==> config.mk <==
export PLATFORM = sky130hd
export DESIGN_NAME = eth_recv_flat
export DESIGN_NICKNAME = d
export VERILOG_FILES = /design/src/rtl/eth_recv_if.sv /design/src/rtl/eth_recv.sv /design/src/flat_wrapper.sv
export SDC_FILE = /design/constraint.sdc
export NUM_CORES = 1
export LEC_CHECK = 0
export BUFFER_PORTS_ARGS = -buffer_cell sky130_fd_sc_hd__buf_2
export CAP_MARGIN = 20
export CORE_MARGIN = 3
export CORE_UTILIZATION = 55
export CTS_CLUSTER_SIZE = 40
export DETAILED_ROUTE_END_ITERATION = 10
export PLACE_DENSITY = 0.77
export SYNTH_ARGS = -nofsm -noshare
export SYNTH_HDL_FRONTEND = slang
export SYNTH_SLANG_ARGS = --single-unit
==> constraint.sdc <==
create_clock -name gmii_rx_clk -period 7.2 [get_ports gmii_rx_clk]
set_input_delay 1.08 -clock gmii_rx_clk [delete_from_list [all_inputs] [get_ports gmii_rx_clk]]
set_output_delay 1.08 -clock gmii_rx_clk [all_outputs]
set_load 0.05 [all_outputs]
==> src/rtl/eth_recv_if.sv <==
// Write side of the payload FIFO: one byte per cycle while fifo_wrreq is high.
interface eth_recv_if;
  logic       fifo_wrreq;
  logic [7:0] fifo_data;

  modport master (output fifo_wrreq, output fifo_data);
  modport slave  (input  fifo_wrreq, input  fifo_data);
endinterface

==> src/rtl/eth_recv.sv <==
// GMII receive framer: preamble/SFD detection, header parse, address filter,
// FCS-stripping payload stream into a FIFO and per-frame status.
module eth_recv #(
  parameter int unsigned MAX_PAYLOAD  = 1500,
  parameter int unsigned PREAMBLE_MIN = 1
) (
  input  logic              gmii_rx_clk,
  input  logic              rst_n,
  input  logic [7:0]        gmii_rx_data,
  input  logic              gmii_rx_dv,
  input  logic              gmii_rx_er,
  input  logic [47:0]       local_mac_addr,
  output logic              fifo_wrclk,
  eth_recv_if.master        fifo_if,
  output logic [47:0]       rx_dst_mac,
  output logic [47:0]       rx_src_mac,
  output logic [15:0]       rx_frame_type,
  output logic [15:0]       rx_data_length,
  output logic              rx_done,
  output logic              rx_crc_ok,
  output logic              rx_err
);

  localparam int unsigned PRE_W   = 8;
  localparam int unsigned LEN_W   = 16;
  localparam logic [31:0] CRC_INIT = 32'hFFFF_FFFF;
  localparam logic [31:0] CRC_POLY = 32'hEDB8_8320;
  localparam logic [31:0] CRC_RES  = 32'hDEBB_20E3;

  typedef enum logic [2:0] {
    IDLE, PREAMBLE, DST, SRC, TYPE, DATA, DONE, DROP
  } state_t;

  state_t             state_q, state_d;
  logic [PRE_W-1:0]   pre_cnt_q, pre_cnt_d;
  logic [2:0]         hdr_cnt_q, hdr_cnt_d;
  logic [47:0]        dst_sh_q, dst_sh_d;
  logic [47:0]        src_sh_q, src_sh_d;
  logic [15:0]        type_sh_q, type_sh_d;
  logic [31:0]        dly_q, dly_d;
  logic [2:0]         fill_q, fill_d;
  logic [LEN_W-1:0]   len_q, len_d;
  logic               ovs_q, ovs_d;
  logic               err_q, err_d;
  logic [31:0]        crc_q, crc_d;
  logic               wrreq_q, wrreq_d;
  logic [7:0]         wdata_q, wdata_d;
  logic [47:0]        dst_mac_q, dst_mac_d;
  logic [47:0]        src_mac_q, src_mac_d;
  logic [15:0]        ftype_q, ftype_d;
  logic [LEN_W-1:0]   dlen_q, dlen_d;
  logic               done_q, done_d;
  logic               crc_ok_q, crc_ok_d;
  logic               rerr_q, rerr_d;
  logic               runt_c;

  // Reflected CRC-32 update, one byte, LSB first.
  function automatic logic [31:0] crc_byte(input logic [31:0] c, input logic [7:0] b);
    logic [31:0] r;
    r = c;
    for (int i = 0; i < 8; i++) begin
      r = (r >> 1) ^ (((r[0] ^ b[i]) == 1'b1) ? CRC_POLY : 32'h0);
    end
    return r;
  endfunction

  assign fifo_wrclk         = gmii_rx_clk;
  assign fifo_if.fifo_wrreq = wrreq_q;
  assign fifo_if.fifo_data  = wdata_q;
  assign rx_dst_mac         = dst_mac_q;
  assign rx_src_mac         = src_mac_q;
  assign rx_frame_type      = ftype_q;
  assign rx_data_length     = dlen_q;
  assign rx_done            = done_q;
  assign rx_crc_ok          = crc_ok_q;
  assign rx_err             = rerr_q;

  // Fewer than four DATA bytes means no complete FCS arrived.
  assign runt_c = (fill_q != 3'd4);

  // State and datapath registers.
  always_ff @(posedge gmii_rx_clk or negedge rst_n) begin
    if (!rst_n) begin
      state_q   <= IDLE;
      pre_cnt_q <= '0;
      hdr_cnt_q <= '0;
      dst_sh_q  <= '0;
      src_sh_q  <= '0;
      type_sh_q <= '0;
      dly_q     <= '0;
      fill_q    <= '0;
      len_q     <= '0;
      ovs_q     <= 1'b0;
      err_q     <= 1'b0;
      crc_q     <= CRC_INIT;
      wrreq_q   <= 1'b0;
      wdata_q   <= '0;
      dst_mac_q <= '0;
      src_mac_q <= '0;
      ftype_q   <= '0;
      dlen_q    <= '0;
      done_q    <= 1'b0;
      crc_ok_q  <= 1'b0;
      rerr_q    <= 1'b0;
    end else begin
      state_q   <= state_d;
      pre_cnt_q <= pre_cnt_d;
      hdr_cnt_q <= hdr_cnt_d;
      dst_sh_q  <= dst_sh_d;
      src_sh_q  <= src_sh_d;
      type_sh_q <= type_sh_d;
      dly_q     <= dly_d;
      fill_q    <= fill_d;
      len_q     <= len_d;
      ovs_q     <= ovs_d;
      err_q     <= err_d;
      crc_q     <= crc_d;
      wrreq_q   <= wrreq_d;
      wdata_q   <= wdata_d;
      dst_mac_q <= dst_mac_d;
      src_mac_q <= src_mac_d;
      ftype_q   <= ftype_d;
      dlen_q    <= dlen_d;
      done_q    <= done_d;
      crc_ok_q  <= crc_ok_d;
      rerr_q    <= rerr_d;
    end
  end

  // Next-state, header shift, delay line, CRC and status logic.
  always_comb begin
    state_d   = state_q;
    pre_cnt_d = pre_cnt_q;
    hdr_cnt_d = hdr_cnt_q;
    dst_sh_d  = dst_sh_q;
    src_sh_d  = src_sh_q;
    type_sh_d = type_sh_q;
    dly_d     = dly_q;
    fill_d    = fill_q;
    len_d     = len_q;
    ovs_d     = ovs_q;
    err_d     = err_q;
    crc_d     = crc_q;
    wrreq_d   = 1'b0;
    wdata_d   = wdata_q;
    dst_mac_d = dst_mac_q;
    src_mac_d = src_mac_q;
    ftype_d   = ftype_q;
    dlen_d    = dlen_q;
    done_d    = 1'b0;
    crc_ok_d  = crc_ok_q;
    rerr_d    = rerr_q;

    case (state_q)
      IDLE: begin
        if (gmii_rx_dv && (gmii_rx_data == 8'h55)) begin
          state_d   = PREAMBLE;
          pre_cnt_d = PRE_W'(1);
        end
      end
      PREAMBLE: begin
        if (!gmii_rx_dv) begin
          state_d = IDLE;
        end else if (gmii_rx_data == 8'h55) begin
          if (pre_cnt_q != '1) pre_cnt_d = pre_cnt_q + PRE_W'(1);
        end else if ((gmii_rx_data == 8'hD5) && (pre_cnt_q >= PRE_W'(PREAMBLE_MIN))) begin
          state_d   = DST;
          hdr_cnt_d = '0;
          crc_d     = CRC_INIT;
          err_d     = gmii_rx_er;
          fill_d    = '0;
          len_d     = '0;
          ovs_d     = 1'b0;
        end else begin
          state_d = DROP;
        end
      end
      DST, SRC, TYPE: begin
        if (!gmii_rx_dv) begin
          state_d = IDLE;
        end else begin
          crc_d     = crc_byte(crc_q, gmii_rx_data);
          err_d     = err_q | gmii_rx_er;
          hdr_cnt_d = hdr_cnt_q + 3'd1;
          if (state_q == DST) begin
            dst_sh_d = {dst_sh_q[39:0], gmii_rx_data};
            if (hdr_cnt_q == 3'd5) begin
              state_d   = SRC;
              hdr_cnt_d = '0;
            end
          end else if (state_q == SRC) begin
            src_sh_d = {src_sh_q[39:0], gmii_rx_data};
            if (hdr_cnt_q == 3'd5) begin
              state_d   = TYPE;
              hdr_cnt_d = '0;
            end
          end else begin
            type_sh_d = {type_sh_q[7:0], gmii_rx_data};
            if (hdr_cnt_q == 3'd1) begin
              hdr_cnt_d = '0;
              if ((dst_sh_q == local_mac_addr) || (dst_sh_q == 48'hFFFF_FFFF_FFFF)) begin
                state_d = DATA;
              end else begin
                state_d = DROP;
              end
            end
          end
        end
      end
      DATA: begin
        if (!gmii_rx_dv) begin
          state_d = DONE;
        end else begin
          crc_d = crc_byte(crc_q, gmii_rx_data);
          err_d = err_q | gmii_rx_er;
          dly_d = {dly_q[23:0], gmii_rx_data};
          if (fill_q == 3'd4) begin
            // Oldest byte is now known not to be FCS; write it unless at the cap.
            if (len_q == LEN_W'(MAX_PAYLOAD)) begin
              ovs_d = 1'b1;
            end else begin
              wrreq_d = 1'b1;
              wdata_d = dly_q[31:24];
              len_d   = len_q + LEN_W'(1);
            end
          end else begin
            fill_d = fill_q + 3'd1;
          end
        end
      end
      DONE: begin
        state_d   = IDLE;
        done_d    = 1'b1;
        dst_mac_d = dst_sh_q;
        src_mac_d = src_sh_q;
        ftype_d   = type_sh_q;
        dlen_d    = len_q;
        crc_ok_d  = !runt_c && (crc_q == CRC_RES);
        rerr_d    = err_q | runt_c | ovs_q;
      end
      DROP: begin
        if (!gmii_rx_dv) state_d = IDLE;
      end
      default: state_d = IDLE;
    endcase
  end

endmodule

==> src/flat_wrapper.sv <==
// flat-port wrapper written by rule: the top's interface ports become plain ports
module eth_recv_flat 
#(
  parameter int unsigned MAX_PAYLOAD  = 1500,
  parameter int unsigned PREAMBLE_MIN = 1
)
  (gmii_rx_clk, rst_n, gmii_rx_data, gmii_rx_dv, gmii_rx_er, local_mac_addr, fifo_wrclk, rx_dst_mac, rx_src_mac, rx_frame_type, rx_data_length, rx_done, rx_crc_ok, rx_err, fifo_if_fifo_wrreq, fifo_if_fifo_data);
  eth_recv_if fifo_if_i ();
  input  logic gmii_rx_clk;
  input  logic rst_n;
  input  logic [7:0] gmii_rx_data;
  input  logic gmii_rx_dv;
  input  logic gmii_rx_er;
  input  logic [47:0] local_mac_addr;
  output logic fifo_wrclk;
  output logic [47:0] rx_dst_mac;
  output logic [47:0] rx_src_mac;
  output logic [15:0] rx_frame_type;
  output logic [15:0] rx_data_length;
  output logic rx_done;
  output logic rx_crc_ok;
  output logic rx_err;
  output wire logic [$bits(fifo_if_i.fifo_wrreq)-1:0] fifo_if_fifo_wrreq;
  output wire logic [$bits(fifo_if_i.fifo_data)-1:0] fifo_if_fifo_data;
  assign fifo_if_fifo_wrreq = fifo_if_i.fifo_wrreq;
  assign fifo_if_fifo_data = fifo_if_i.fifo_data;
  eth_recv #(.MAX_PAYLOAD(MAX_PAYLOAD), .PREAMBLE_MIN(PREAMBLE_MIN)) u_core (.gmii_rx_clk(gmii_rx_clk), .rst_n(rst_n), .gmii_rx_data(gmii_rx_data), .gmii_rx_dv(gmii_rx_dv), .gmii_rx_er(gmii_rx_er), .local_mac_addr(local_mac_addr), .fifo_wrclk(fifo_wrclk), .fifo_if(fifo_if_i), .rx_dst_mac(rx_dst_mac), .rx_src_mac(rx_src_mac), .rx_frame_type(rx_frame_type), .rx_data_length(rx_data_length), .rx_done(rx_done), .rx_crc_ok(rx_crc_ok), .rx_err(rx_err));
endmodule
==> impl_metrics.ini <==
[cells_and_area]
area.sequential_mm2 = 0.00882
areaGrowthSynthToFinish_pct = 17.4
final_common_cell = nand2_1
nFillCells = 2074
drive_above_1_share_pct = 28.9
final_area_mm2 = 0.0180
final_cell_mix = nand2_1 (432), dfrtp_1 (319), buf_2 (199)
multiInputGateArea_mm2 = 0.00622
fin_nets = 1682
num_antenna_cells = 0

[placement]
pre_cts_slack_ns = 2.33
dp_hpwl_mm = 24.0
port_buffers = 200
gp_congestion = 0.883
dpl_cell_area_mm2 = 0.0167

[synthesis]
syn_nets = 1492
syn_inst = 1423
synth_area_mm2 = 0.0154
synth_ff_type = dfrtp_1
ys_warn_count = 0
ys_seq_elements = 351
async_flop_share_pct = 100
synth.distinct_cells = 60
synth-edff-count = 0
yosysSeqAreaShare_pct = 57.5
syn_area_per_cell_um2 = 10.8

[grt]
grt_pass1_vias = 11137
grt_pass1_wl_mm = 59.4
grt_usage_pct = 24.4
gr-total-overflow = 0
antenna_found_initial = 1
grt_max_degree = 176

[floorplanning]
die_h_um = 173
die-area_mm2 = 0.0300
start_util_pct = 56.5
row_count = 60
core_mm2 = 0.0272
die_w_um = 173
io-pin-count = 201

[power]
p_per_area_mw_per_mm2 = 424
vdd_drop_max_mv = 0.277
p_leak_nw = 9.20

[sta]
finalMaxSlewViolations = 0
tns_ns = 0
setup_viol_count_final = 0
grt_setup_unrepaired = false
tightest_slew_ns = 0.952
timing.final.ws_setup_ns = 2.07
hold_viol = 0
maxSlewHeadroom_pct = 36.6
finalClockSkew_ns = 0.0247

[drt]
vias = 11053
vias_per_cell = 5.49
wl_mm = 36.6
antenna_left = 0
routedWlPerCell_um = 18.2
drt_iter0_markers = 928
drc = 0
dr.pass1.iters = 5

[worst_setup_path]
worstSetupPathType = clk2out
critPathTopFamily = buffers and inverters
setup.worst_path.end_class = output port
critPathMaxStageDelay_ns = 0.20
crit_chain = clkbuf_16, clkbuf_16, buf_2
cp_common_cell = clkbuf_16
crit_path_start_kind = clock port
crit_path_top_delay_cell = buf_2
required_ns = 6.12
crit_buf_inv = 3
cp_max_fo = 2
arrival_ns = 4.05

[flow_run]
cap_viol_max_count = 0

[cts]
clk_pin_slew_ns = 0.06
cts_tree = yes
clock_latency_ns = 0.63
cts_setup_buffers = 0
ctsHoldBuffers = 0
cts_resized = 0

[run_status]
status = finished, final reports clean

[worst_hold_path]
hp-class = reg2reg
-- power by group --
group / total, mW / leakage (nW) / switching, mW / internal (mW)
combinational: 2.48 / 3.93 / 1.52 / 0.951
clock: 2.03 / 0.659 / 0.794 / 1.24
sequential: 3.14 / 4.61 / 0.578 / 2.56
-- cell type report --
class | count | area share [%]
multi-input cells | 993 | 34.5
clock inverters | 15 | 0.868
inverters | 16 | 0.347
clock buffers | 56 | 6.46
flip-flops and latches | 351 | 49.0
repair buffers | 210 | 6.29
well taps | 372 | 2.58
-- sequential cells by signal, summed over array words and instances (netlist names), 3 cells and up --
| register | cells |
|---|---|
| u_core.dst_sh_q | 48 |
| u_core.rx_dst_mac | 48 |
| u_core.rx_src_mac | 48 |
| u_core.src_sh_q | 48 |
| u_core.crc_q | 32 |
| u_core.dly_q | 32 |
| u_core.len_q | 16 |
| u_core.rx_data_length | 16 |
| u_core.rx_frame_type | 16 |
| u_core.type_sh_q | 16 |
| u_core.fifo_if.fifo_data | 8 |
| u_core.pre_cnt_q | 8 |
| u_core.fill_q | 3 |
| u_core.hdr_cnt_q | 3 |
| u_core.state_q | 3 |
-- worst paths after layout --
kind | from | end | slack, ns | cells after the start
setup / recovery | gmii_rx_clk | fifo_wrclk | 2.07 | 3
hold / removal | u_core.src_sh_q[40] | u_core.rx_src_mac[40] | 0.45 | 2
setup reg to reg | u_core.state_q[2] | u_core.len_q[4] | 4.24 | 8
hold reg to reg | u_core.src_sh_q[40] | u_core.rx_src_mac[40] | 0.45 | 2
max in group asynchronous | rst_n | u_core.rx_dst_mac[14] | 5.17 | 2
min in group asynchronous | rst_n | u_core.rx_frame_type[8] | 0.56 | 1
-- cells in the mapped netlist (2+ instances only) --
cell type	number	area [um^2]
nand2_1	432	1620
dfrtp_1	319	7980
mux2_2	146	1640
xnor2_1	83	727
nor2_1	77	289
xor2_1	50	438
clkbuf_1	37	139
dfstp_2	32	841
nand4_1	32	200
a21oi_1	28	140
o21ai_0	20	100
nand3_1	19	95.1
buf_2	13	65.1
inv_1	13	48.8
a31oi_1	12	75.1
buf_1	11	41.3
ha_1	9	113
nor3_1	9	45.0
nor4_1	8	50.1
nand4b_1	5	43.8
and3_1	4	25.0
a22o_1	3	26.3
nand2b_1	3	18.8
nor2b_1	3	18.8
nor3b_1	3	22.5
nor4_4	3	63.8
nor4b_1	3	26.3
or2_2	3	18.8
or4b_2	3	30.0
xnor2_2	3	48.8
and2_1	2	12.5
and4_1	2	17.5
and4b_1	2	20.0
inv_2	2	7.51
mux2i_1	2	20.0
or4_1	2	15.0
xnor2_4	2	55.1
-- worst min-delay path: cells and delay by family, from the launching register on --
kind / cells / cell delay (ns)
flops: 1 / 0.34
simple gates: 2 / 0.10
-- per-stage QoR --
stage / hold WS (ns) / power, mW / std cells / util [%]
after floorplan: 0.433 / 4.92 / 1423 / -
after global placement: 0.441 / 5.56 / 1941 / 61.3
after detailed placement: 0.444 / 5.63 / 1941 / 61.3
after CTS: 0.449 / 7.68 / 2011 / 66.1
after global routing: 0.476 / 8.04 / 2013 / 66.3
final: 0.447 / 7.64 / 2013 / 66.3
-- cell families (layout without fill, tap and decap cells) --
logic type / count (synthesis) / count (layout) / share of synthesized area (%)
and+or+nand+nor: 621 / 621 / 17.5
DFF: 351 / 351 / 57.5
muxes: 148 / 148 / 10.8
xor gates and xnor gates: 139 / 139 / 8.37
buffers and inverters: 79 / 297 / 2.11
AOI/OAI and AO/OA: 76 / 76 / 2.96
adders and majority gates: 9 / 9 / 0.733
-- layer usage --
layer	global-route usage, %	vias up	routed length, um
met2	38.7	342	17100
met3	4.79	100	2200
met4	7.94	2	1200
li1	-	5103	-
met5	0	-	13
met1	34.1	5506	16100
(Power assumes the default switching activity.)
